[config.mk]
export PLATFORM = sky130hd
export DESIGN_NAME = cache_ctrl_proc
export DESIGN_NICKNAME = d
export VERILOG_FILES = /design/src/rtl/cache_ctrl_proc.sv
export SDC_FILE = /design/constraint.sdc
export NUM_CORES = 2
export LEC_CHECK = 0
export CORE_UTILIZATION = 30
export CTS_CLUSTER_SIZE = 12
export DETAILED_ROUTE_END_ITERATION = 8
export MAX_ROUTING_LAYER = met4
export PLACE_DENSITY = 0.48
export SYNTH_ARGS = -nofsm -noshare
export SYNTH_HDL_FRONTEND = slang
export SYNTH_SLANG_ARGS = --single-unit
[constraint.sdc]
create_clock -name clk -period 9.2 [get_ports clk]
set_clock_uncertainty 0.15 [all_clocks]
set_input_delay 2.3 -clock clk [delete_from_list [all_inputs] [get_ports clk]]
set_output_delay 2.3 -clock clk [all_outputs]
set_load 0.01 [all_outputs]
[src/rtl/cache_ctrl_proc.sv]
`default_nettype none
// ============================================================================
// Module   : cache_ctrl_proc
// Purpose  : Direct-mapped, write-through, no-write-allocate data cache
//            between the MEM stage and the SRAM controller.
// Revision : 1.0
// ============================================================================
module cache_ctrl_proc #(
  parameter int INDEX_W = 6
) (
  input  logic        clk,
  input  logic        rst,
  input  logic        wrEnIn,
  input  logic        rdEnIn,
  input  logic [31:0] addressIn,
  input  logic [31:0] writeDataIn,
  output logic [31:0] readDataOut,
  output logic        readyOut,
  output logic        sramWrEnOut,
  output logic        sramRdEnOut,
  output logic [31:0] sramAddressOut,
  output logic [31:0] sramWriteDataOut,
  input  logic [31:0] sramReadDataIn,
  input  logic        sramReadyIn
);

  localparam int          c_TAG_W = 17 - INDEX_W;
  localparam int          c_LINES = 1 << INDEX_W;
  localparam logic [31:0] c_BASE  = 32'd1024;

  typedef enum logic [1:0] {
    S_IDLE  = 2'd0,
    S_FILL  = 2'd1,
    S_WRITE = 2'd2
  } state_t;

  state_t             r_state;
  logic [31:0]        r_addr;
  logic [31:0]        r_wdata;
  logic [31:0]        r_read_data;
  logic [c_LINES-1:0] r_valid;
  logic [c_TAG_W-1:0] r_tag  [c_LINES];
  logic [31:0]        r_data [c_LINES];

  logic [31:0]        w_req_mem;
  logic [31:0]        w_lat_mem;
  logic [INDEX_W-1:0] w_req_idx;
  logic [INDEX_W-1:0] w_lat_idx;
  logic [c_TAG_W-1:0] w_req_tag;
  logic [c_TAG_W-1:0] w_lat_tag;
  logic               w_hit;
  logic               w_idle_hit;
  logic               w_lat_resident;
  logic               w_fill_done;
  logic               w_write_done;
  logic               w_unused_addr_bits;

  // Request address is decoded live; the latched copy drives FILL/WRITE.
  assign w_req_mem = addressIn - c_BASE;
  assign w_lat_mem = r_addr - c_BASE;
  assign w_req_idx = w_req_mem[2 +: INDEX_W];
  assign w_lat_idx = w_lat_mem[2 +: INDEX_W];
  assign w_req_tag = w_req_mem[18:2+INDEX_W];
  assign w_lat_tag = w_lat_mem[18:2+INDEX_W];
  assign w_unused_addr_bits = ^{w_req_mem[31:19], w_req_mem[1:0],
                                w_lat_mem[31:19], w_lat_mem[1:0]};

  assign w_hit          = rdEnIn & r_valid[w_req_idx] & (r_tag[w_req_idx] == w_req_tag);
  assign w_idle_hit     = (r_state == S_IDLE) & ~wrEnIn & w_hit;
  assign w_lat_resident = r_valid[w_lat_idx] & (r_tag[w_lat_idx] == w_lat_tag);
  assign w_fill_done    = (r_state == S_FILL) & sramReadyIn;
  assign w_write_done   = (r_state == S_WRITE) & sramReadyIn;

  assign sramAddressOut   = r_addr;
  assign sramWriteDataOut = r_wdata;
  assign readDataOut      = w_fill_done ? sramReadDataIn :
                            w_idle_hit  ? r_data[w_req_idx] : r_read_data;

  always_comb begin
    readyOut = 1'b0;
    case (r_state)
      S_IDLE:          readyOut = ~wrEnIn & ~(rdEnIn & ~w_hit);
      S_FILL, S_WRITE: readyOut = sramReadyIn;
      default:         readyOut = 1'b0;
    endcase
  end

  always_ff @(posedge clk) begin
    if (!rst) begin
      r_state     <= S_IDLE;
      r_valid     <= '0;
      r_addr      <= '0;
      r_wdata     <= '0;
      r_read_data <= '0;
      sramRdEnOut <= 1'b0;
      sramWrEnOut <= 1'b0;
    end else begin
      case (r_state)
        S_IDLE: begin
          if (wrEnIn) begin
            r_addr      <= addressIn;
            r_wdata     <= writeDataIn;
            r_state     <= S_WRITE;
            sramWrEnOut <= 1'b1;
          end else if (rdEnIn && !w_hit) begin
            r_addr      <= addressIn;
            r_state     <= S_FILL;
            sramRdEnOut <= 1'b1;
          end else if (w_hit) begin
            r_read_data <= r_data[w_req_idx];
          end
        end
        S_FILL: begin
          if (sramReadyIn) begin
            r_valid[w_lat_idx] <= 1'b1;
            r_read_data        <= sramReadDataIn;
            r_state            <= S_IDLE;
            sramRdEnOut        <= 1'b0;
          end
        end
        S_WRITE: begin
          if (sramReadyIn) begin
            r_state     <= S_IDLE;
            sramWrEnOut <= 1'b0;
          end
        end
        default: begin
          r_state     <= S_IDLE;
          sramRdEnOut <= 1'b0;
          sramWrEnOut <= 1'b0;
        end
      endcase
    end
  end

  // Tag/data storage carries no reset; a reset cycle must not commit a line.
  always_ff @(posedge clk) begin
    if (rst) begin
      if (w_fill_done) begin
        r_tag[w_lat_idx]  <= w_lat_tag;
        r_data[w_lat_idx] <= sramReadDataIn;
      end else if (w_write_done && w_lat_resident) begin
        r_data[w_lat_idx] <= r_wdata;
      end
    end
  end

endmodule
`default_nettype wire

==> reports/metrics.csv <==
metric,value,unit
synth_area_leaders,"edfxtp_1, mux4_2, dfxtp_1",
grt_pass1_vias,67200,
drt_iter0_drc,8808,
h-tree-depth,5,
drtAntennaViolNets,0,
globalRouteMet2Util,0.328,
hold_class,reg -> reg,
clk_pin_slew,0.06,ns
overflow,0,
cellPowerDensity,211,nW/um2
async_flop_share,0,
yosysMostFrequentCell,edfxtp_1,
first_pass_iters,8,
r2r_slack,1.69,ns
yosysTopAreaCell,edfxtp_1,
gr-max-usage-layer,met2,
seqCellArea,85900,um2
ios,200,
max_freq,110,MHz
cts_inserted_buffers,314,
hpwl,247000,um
critPathMaxFanout,15,
tritoncts,done,
start_util,0.301,
syn_area_per_cell,19.8,um2
insertion_delay,0.89,ns
critPathLaunchType,input pin,
slew_viol_final,0,
numPortBuffers,199,
gp_congestion,0.970,
synth_commonest_cells,"edfxtp_1, mux4_2, mux2i_1",
ys.flop_type,edfxtp_1,
worst-slew-pin-transition,1.36,ns
worstReg2RegEnd,r_data[4][27],
globalRouteMet3Util,0.0380,
final_nets,6607,
synth_edf_count,2752,
detail_route.vias_per_cell,5.63,
rr_startpoint,sramAddressOut[2],
rsz0062_at_grt,false,
cp-end-kind,primary output,
critPathLaunch,addressIn[4],
setup-violations-final,0,
max_cap_viol_count,0,
cpLargestDelayFamily,buffers and inverters,
path_depth,18,
cts.path.max_buffers,4,
ys_warn_count,0,
arrival,6.68,ns
ys_types,83,
slowest_stage,clkdlybuf4s50_1,
gr-usage-met1,0.286,
crit_path_end,readDataOut[27],
synthDominantCellAreaShare,0.693,
dieArea,400000,um2
grt_max_degree,128,
hold_viol,0,
max_slew_margin,0.0863,
final_util,0.354,
antenna_found_initial,32,
fill_cells,36600,
routedWlPerCell,35.2,um
path_class,in -> out,
drive_above_1_share,0.274,
path_buf_inv,9,
synth_fp_nets,6137,
syn2layout_area_growth,17.4,%
worstRegToRegCells,14,
crit_chain,buf_8 -> buf_4 -> buf_4 -> mux4_2 -> o2111ai_1 -> nand3_1 -> nor4_1 -> buf_4 -> xnor2_1 -> nand3_1 -> buf_4 -> nor4b_4 -> buf_12 -> buf_12 -> buf_4 -> mux2i_1 -> a21oi_1 -> clkdlybuf4s50_1,
cts_num_sinks,2916,
drc,0,
die_w,632,um
min_period,9.13,ns
final_cell_area,140000,um2
synth_seq_area_share,0.721,
p_leak,43.8,nW
period_share,0.992,
syn_area,119000,um2
finalPower,29.5,mW
hold_ws,0.311,ns
dr_total_vias,67400,
ys_seq_elements,2916,
placed_area,130000,um2
status,"finished, final reports clean",
multiInputGateArea,31800,um2
path_common_cell,buf_4,
synthCells,6030,
coreArea,396000,um2
ir_worst_vdd,0.138,mV
track_usage,0.212,
rows,231,
root_buffer,clkbuf_16,
routed_wl,421000,um
slowest_delay,0.56,ns
die_h,632,um
grt_pass1_wl,571000,um
crit_required,6.75,ns
==> layout by cell type, fill, tap and decap left out, types with 102 or more instances in the layout <==
cell type and count:
nand2_1 226, buf_4 304, mux2i_1 280, clkdlybuf4s50_1 192, edfxtp_1 2752, a22oi_1 265
mux4_2 784, clkbuf_16 325, a21oi_1 102, dfxtp_1 159
==> metal layers <==
| layer | up-vias | routed length, um |
|---|---|---|
| met5 | - | 0 |
| met4 | 0 | 12300 |
| met3 | 628 | 33400 |
| met2 | 3381 | 197000 |
| met1 | 37000 | 178000 |
| li1 | 26400 | - |
==> flip-flops by register name, indices dropped and copies added, names as in the netlist <==
signal and cells:
r_read_data 32, r_tag 704, sramAddressOut 32, r_data 2048, sramRdEnOut 1, r_valid 64
sramWriteDataOut 32, sramWrEnOut 1, r_state 2
==> worst min-delay path: stages (launching register included) <==
cell and delay [ns]:
dfxtp_1 0.31, nand2_1 0.05, mux2i_1 0.05
==> cell type report <==
| cell class | count | area share |
|---|---|---|
| Antenna cell | 17 | 0.000304 |
| Clock buffer | 418 | 0.0606 |
| Clock inverter | 111 | 0.00663 |
| Inverter | 24 | 0.000662 |
| Multi-Input combinational cell | 2651 | 0.227 |
| Sequential cell | 2916 | 0.614 |
| Tap cell | 5242 | 0.0469 |
| Timing Repair Buffer | 593 | 0.0438 |
==> power breakdown <==
| part | total (mW) | switching [mW] | internal, mW |
|---|---|---|---|
| clock | 12.0 | 5.21 | 6.77 |
| sequential | 14.8 | 0.0734 | 14.8 |
| combinational | 2.72 | 1.81 | 0.909 |
| total | 29.5 | 7.10 | 22.4 |
==> through the flow <==
| stage | std cells | setup TNS (ns) | setup slack, ns |
|---|---|---|---|
| after floorplan | 6030 | 0 | 1.57 |
| after detailed placement | 11400 | -7.09 | -0.279 |
| after global routing | 12000 | 0 | 0.00103 |
| final | 12000 | 0 | 0.0738 |
| after CTS | 12000 | 0 | 0.00218 |
| after global placement | 11400 | -4.91 | -0.214 |
==> what timing repair did <==
item	4_1_cts	5_1_grt
cloned	0	3
gates resized for setup	10	9
hold buffers	0	0
setup buffers	0	1
setup endpoints to repair	33	32
pin swaps	1	2
==> logic make-up (layout without fill, tap and decap cells) <==
logic type               Yosys count  after routing  synth area share
flip-flops                      2916           2916             0.721
other                              0             17                 0
XOR/XNOR                          31             31           0.00228
AND/OR/NAND/NOR                  646            646            0.0264
adder cells (fa/ha/maj)            6              6          0.000630
AO/OA/AOI/OAI                    812            812            0.0506
multiplexers                    1156           1156             0.180
buffers and inverters            463           1146            0.0188
==> worst min path at each step <==
stage / from / endpoint / slack, ns / cells after the start
4_1_cts: sramAddressOut[21] / sramAddressOut[21] / 0.31 / 2
3_3_place_gp: sramAddressOut[19] / sramAddressOut[19] / 0.30 / 2
6_report: sramAddressOut[21] / sramAddressOut[21] / 0.31 / 2
2_1_floorplan: r_read_data[0] / r_read_data[0] / 0.28 / 1
3_5_place_dp: r_read_data[5] / r_read_data[5] / 0.30 / 1
5_1_grt: r_read_data[4] / r_read_data[4] / 0.32 / 1
(Power assumes the default switching activity.)
